`config.mk`:
```
export PLATFORM = sky130hd
export DESIGN_NAME = llr_window_scheduler
export DESIGN_NICKNAME = d
export VERILOG_FILES = /design/src/rtl/llr_window_scheduler.sv
export SDC_FILE = /design/constraint.sdc
export NUM_CORES = 1
export LEC_CHECK = 0
export CAP_MARGIN = 25
export CORE_ASPECT_RATIO = 1.2
export CORE_MARGIN = 8
export CORE_UTILIZATION = 58
export DETAILED_ROUTE_END_ITERATION = 6
export PLACE_DENSITY = 0.84
export SETUP_SLACK_MARGIN = 0.3
export SYNTH_ARGS = -nofsm -noshare
export SYNTH_HDL_FRONTEND = slang
export SYNTH_SLANG_ARGS = --single-unit
```
`constraint.sdc`:
```
create_clock -name clk -period 6.03 [get_ports clk]
set_input_delay 0.603 -clock clk [delete_from_list [all_inputs] [get_ports clk]]
set_output_delay 0.603 -clock clk [all_outputs]
set_load 0.01 [all_outputs]
```
`src/rtl/llr_window_scheduler.sv`:
```
// Sequences one decoding window of symbols through the max-product LLR datapath, with credit-limited issue and an in-order output FIFO.
// Optional build macro LLR_SCHED_REVERSE_EN: windows run backward (addresses and indices n-1..0).
module llr_window_scheduler #(
  parameter int BITS            = 16,
  parameter int BITS_PER_SYMBOL = 2,
  parameter int SYMBOLS         = 10,
  parameter int FIFO_DEPTH      = 4,
  localparam int IDX_W = $clog2(SYMBOLS + 1),
  localparam int VEC_W = BITS * BITS_PER_SYMBOL,
  localparam int CNT_W = $clog2(FIFO_DEPTH + 1)
) (
  input  logic             clk,
  input  logic             rst,
  input  logic             start,
  input  logic [IDX_W-1:0] num_symbols,
  output logic             busy,
  output logic             done,
  output logic             mem_rd_en,
  output logic [IDX_W-1:0] mem_rd_addr,
  output logic             dp_in_valid,
  input  logic             dp_out_valid,
  input  logic [VEC_W-1:0] dp_llr,
  output logic             llr_valid,
  input  logic             llr_ready,
  output logic [VEC_W-1:0] llr_data,
  output logic [IDX_W-1:0] llr_index,
  output logic             err_overflow,
  output logic [1:0]       dbg_state,
  output logic [CNT_W-1:0] dbg_credits
);

  localparam int PTR_W = (FIFO_DEPTH > 1) ? $clog2(FIFO_DEPTH) : 1;

  // Encoding is visible on dbg_state; 0 means idle.
  typedef enum logic [1:0] {S_IDLE, S_ISSUE, S_DRAIN, S_DONE} state_t;

  state_t           state, state_nxt;
  logic [IDX_W-1:0] n_q, n_start, issued, popped;
  logic [CNT_W-1:0] credits, count;
  logic [PTR_W-1:0] wr_ptr, rd_ptr;
  logic [VEC_W-1:0] mem [FIFO_DEPTH];
  logic             issue, pop, push, full, push_ok, overflow;

  // Output port handshake: a vector transfers on every cycle where llr_valid && llr_ready;
  // llr_valid never drops and llr_data/llr_index never change until that transfer.
  assign llr_valid = (count != '0);
  assign pop       = llr_valid && llr_ready;
  assign full      = (count == CNT_W'(FIFO_DEPTH));
  assign push      = dp_out_valid && (state != S_IDLE);
  assign push_ok   = push && (!full || pop);
  assign overflow  = push && full && !pop;
  assign n_start   = (num_symbols > IDX_W'(SYMBOLS)) ? IDX_W'(SYMBOLS) : num_symbols;

  always_comb begin
    state_nxt = state;
    issue     = 1'b0;
    case (state)
      S_IDLE:  if (start) state_nxt = (n_start == '0) ? S_DONE : S_ISSUE;
      S_ISSUE: begin
        issue = (credits != '0) && (issued < n_q);
        if (issued == n_q) state_nxt = S_DRAIN;
      end
      // Looking at the pop in flight lets done follow the last pop by one cycle.
      S_DRAIN: if ((popped + IDX_W'(pop)) == n_q) state_nxt = S_DONE;
      S_DONE:  state_nxt = S_IDLE;
      default: state_nxt = S_IDLE;
    endcase
  end

  always_ff @(posedge clk) begin
    if (rst) begin
      state        <= S_IDLE;
      n_q          <= '0;
      issued       <= '0;
      popped       <= '0;
      credits      <= CNT_W'(FIFO_DEPTH);
      dp_in_valid  <= 1'b0;
      err_overflow <= 1'b0;
    end else begin
      state       <= state_nxt;
      dp_in_valid <= issue;
      if (state == S_IDLE && start) begin
        n_q    <= n_start;
        issued <= '0;
        popped <= '0;
      end else begin
        if (issue) issued <= issued + IDX_W'(1);
        if (pop)   popped <= popped + IDX_W'(1);
      end
      if (issue && !pop)
        credits <= credits - CNT_W'(1);
      else if (!issue && pop && credits != CNT_W'(FIFO_DEPTH))
        credits <= credits + CNT_W'(1);
      if (overflow) err_overflow <= 1'b1;
    end
  end

  always_ff @(posedge clk) begin
    if (rst) begin
      wr_ptr <= '0;
      rd_ptr <= '0;
      count  <= '0;
    end else begin
      if (push_ok) wr_ptr <= (wr_ptr == PTR_W'(FIFO_DEPTH - 1)) ? '0 : wr_ptr + PTR_W'(1);
      if (pop)     rd_ptr <= (rd_ptr == PTR_W'(FIFO_DEPTH - 1)) ? '0 : rd_ptr + PTR_W'(1);
      if (push_ok && !pop)
        count <= count + CNT_W'(1);
      else if (!push_ok && pop)
        count <= count - CNT_W'(1);
    end
  end

  always_ff @(posedge clk) begin
    if (push_ok) mem[wr_ptr] <= dp_llr;
  end

  assign busy        = (state != S_IDLE);
  assign done        = (state == S_DONE);
  assign mem_rd_en   = issue;
  assign llr_data    = llr_valid ? mem[rd_ptr] : '0;
  assign dbg_state   = state;
  assign dbg_credits = credits;

`ifdef LLR_SCHED_REVERSE_EN
  assign mem_rd_addr = issue ? (n_q - IDX_W'(1) - issued) : '0;
  assign llr_index   = llr_valid ? (n_q - IDX_W'(1) - popped) : '0;
`else
  assign mem_rd_addr = issue ? issued : '0;
  assign llr_index   = llr_valid ? popped : '0;
`endif

endmodule
```
==> results.yml <==
sta:
  finalHoldViolations: 0
  fmax_mhz: 298
  slew_viol_final: 0
  whs_ns: 0.480
  setup_viol: 0
  fin_setup_tns_ns: 0
  relSlewSlack_pct: 41.4
  rsz0062_at_grt: "false"
  period_needed_ns: 3.36
  tightest_slew_ns: 0.879
  layout_setup_ws_ns: 2.67
  fin_skew_ns: 0.0133
  period_share_pct: 55.7
setup_path:
  crit_type: "reg -> out"
  r2r_start: "count[0]"
  setup.worst_path.start_class: "flip-flop"
  cp_cell_sequence: "buf_4 > mux4_2 > and2_1 > clkdlybuf4s50_1"
  cp-end-kind: "output port"
  worstPathMaxFanout: 18
  cpLargestDelayFamily: "buffers and inverters"
  cp_slowest_stage_delay_ns: 0.65
  cp_data_required_time_ns: 5.43
  critPathArrivalTime_ns: 2.76
  cpMaxStageDelayCell: "dfxtp_2"
  crit_buf_inv: 2
detailed_routing:
  drt-pass1-iter-count: 4
  routed-via-count: 3577
  wl_per_cell_um: 20.9
  drt_iter0_drc: 198
  wirelength_mm: 13.1
  routed_via_density: 5.71
  ant_nets: 0
  drc: 0
cells_and_area:
  final_common_cell: "edfxtp_1"
  nets: 542
  design_area_um2: 8090
  layout-drive-gt1-share_pct: 16.0
  diodes: 0
  syn_to_final_growth_pct: 25.2
  final_cell_mix: "128 x edfxtp_1, 91 x clkdlybuf4s50_1, 38 x and2_1"
  finish.utilization_pct: 74.0
global_route:
  track_usage_pct: 18.7
  antenna_found_initial: 1
  grt_max_degree: 39
  grt_first_pass_wirelength_mm: 21.0
  grt.overflow.total: 0
  grt_pass1_vias: 3893
yosys:
  synth_area_um2: 6460
  synth_top_area_cell: "edfxtp_1"
  ys.flop_type: "edfxtp_1"
  yosys.area_share.xor_xnor_pct: 2.03
  ys_async_sr_fraction_pct: 0
  synth_fa_ha_area_share_pct: 4.10
  syn_inst: 386
  synth_compound_area_share_pct: 3.23
  seq_area_frac_synth_pct: 68.2
  synth_top_family_by_area: "multiplexers"
  ys_top_cells_by_area: "edfxtp_1 59%, mux4_2 11%, dfxtp_1 8.7%"
  syn_nets: 447
  synth_cell_types: 45
  syn_avg_cell_area_um2: 16.7
  synth_simple_gate_area_share_pct: 8.44
  synthMuxAreaShare_pct: 11.8
  synth_edf_count: 128
  ys_ff_latch: 156
  synth_warnings: 0
  synth_top_area_share_pct: 59.5
clocking:
  post-cts-setup-buffers: 0
  cts_root_buf: "clkbuf_16"
  numCtsBuffers: 17
  hold_buffers: 0
  clk_pin_slew_worst_paths_ns: 0.06
  clkLatencyLatePin_ns: 0.42
  clock_path_buffers: 2
  htreeDepth: 4
  cts_sinks: 156
  cts.repair.resized: 0
  cts_tree: "yes"
placement:
  hpwl_mm: 8.40
  gp_congestion: 0.805
  port_buffers: 91
  place_area_um2: 7480
  pre_cts_ws_ns: 2.66
floorplan:
  core_area_um2: 10900
  fp.dieH_um: 132
  die_area_um2: 14800
  placementRows: 42
  io_pins: 92
  initial_core_util_pct: 59.1
  die_w_um: 112
min_path:
  hold_path_class: "reg -> reg"
  min_from: "rd_ptr[1]"
power_and_ir_drop:
  vdd_drop_max_uv: 261
  leakage_nw: 2.71
  p_per_area_nw_per_um2: 440
run:
  cap_violations: 0
run_status:
  status: "completed"
-- logic make-up after synthesis --
| family | count (synthesis) |
|---|---|
| buffers and inverters | 34 |
| xor gates and xnor gates | 15 |
| adders and majority gates | 20 |
| AOI/OAI and AO/OA | 28 |
| DFF | 156 |
| muxes | 36 |
| and+or+nand+nor | 97 |
-- metal layers --
metal / share of wire, % / GRT usage (%) / vias up
met1: 41 / 22.5 / 1797
met4: 1.2 / 7.89 / 2
met5: 0.099 / 0 / -
met3: 6.1 / 5.68 / 15
li1: - / - / 1654
met2: 51 / 30.6 / 109
-- cell type report --
| cell class | instances | area [um^2] |
|---|---|---|
| Fill cell | 642 | 2840 |
| Inverter | 17 | 68.8 |
| Timing Repair Buffer | 93 | 946 |
| Clock buffer | 20 | 437 |
| Clock inverter | 12 | 149 |
| Multi-Input combinational cell | 196 | 1920 |
| Sequential cell | 156 | 4410 |
| Tap cell | 132 | 165 |
-- synthesized netlist by cell type (2+ instances only) --
cell type,number
buf_1,2
a31oi_1,2
dfxtp_1,28
nand4_1,4
a211oi_1,3
mux4_2,32
mux2i_1,3
and3_2,3
nor2_1,20
a221oi_1,2
or3_1,3
ha_1,18
xor2_1,7
buf_2,4
nand2_1,11
fa_1,2
edfxtp_1,128
nand3_1,3
a21oi_1,10
inv_1,16
and2_1,42
o211ai_1,3
nor3_1,2
clkbuf_1,10
xnor2_1,8
-- report_power, final --
part | total [mW] | switching (mW) | internal, mW
clock network | 1.05 | 0.405 | 0.647
registers | 1.38 | 0.0856 | 1.30
logic | 1.13 | 0.519 | 0.611
-- flip-flops by register name, summed over array words and instances (netlist names), named ones only --
signal and cells:
mem 128, issued 4, n_q 4, popped 4, count 3, dbg_credits 3, dbg_state 2, rd_ptr 2
wr_ptr 2, dp_in_valid 1, err_overflow 1
-- path summary, 6_finish.rpt --
kind | endpoint | slack (ns) | depth (start not counted)
setup / recovery | llr_data[10] | 2.67 | 4
hold / removal | flip-flop | 0.48 | 2
setup reg to reg | count[2] | 2.81 | 10
hold reg to reg | flip-flop | 0.48 | 2
-- stage by stage --
step                total power, mW  cells
floorplan                      2.01    386
global placement               2.46    593
detailed placement             2.51    593
CTS                            3.56    625
global route                   3.73    626
finish                         3.56    626
-- tightest hold or removal path: stages (launching register included) --
cell     delay [ns]
dfxtp_1        0.31
nand2_1        0.05
a21oi_1        0.07
(Power assumes the default switching activity.)
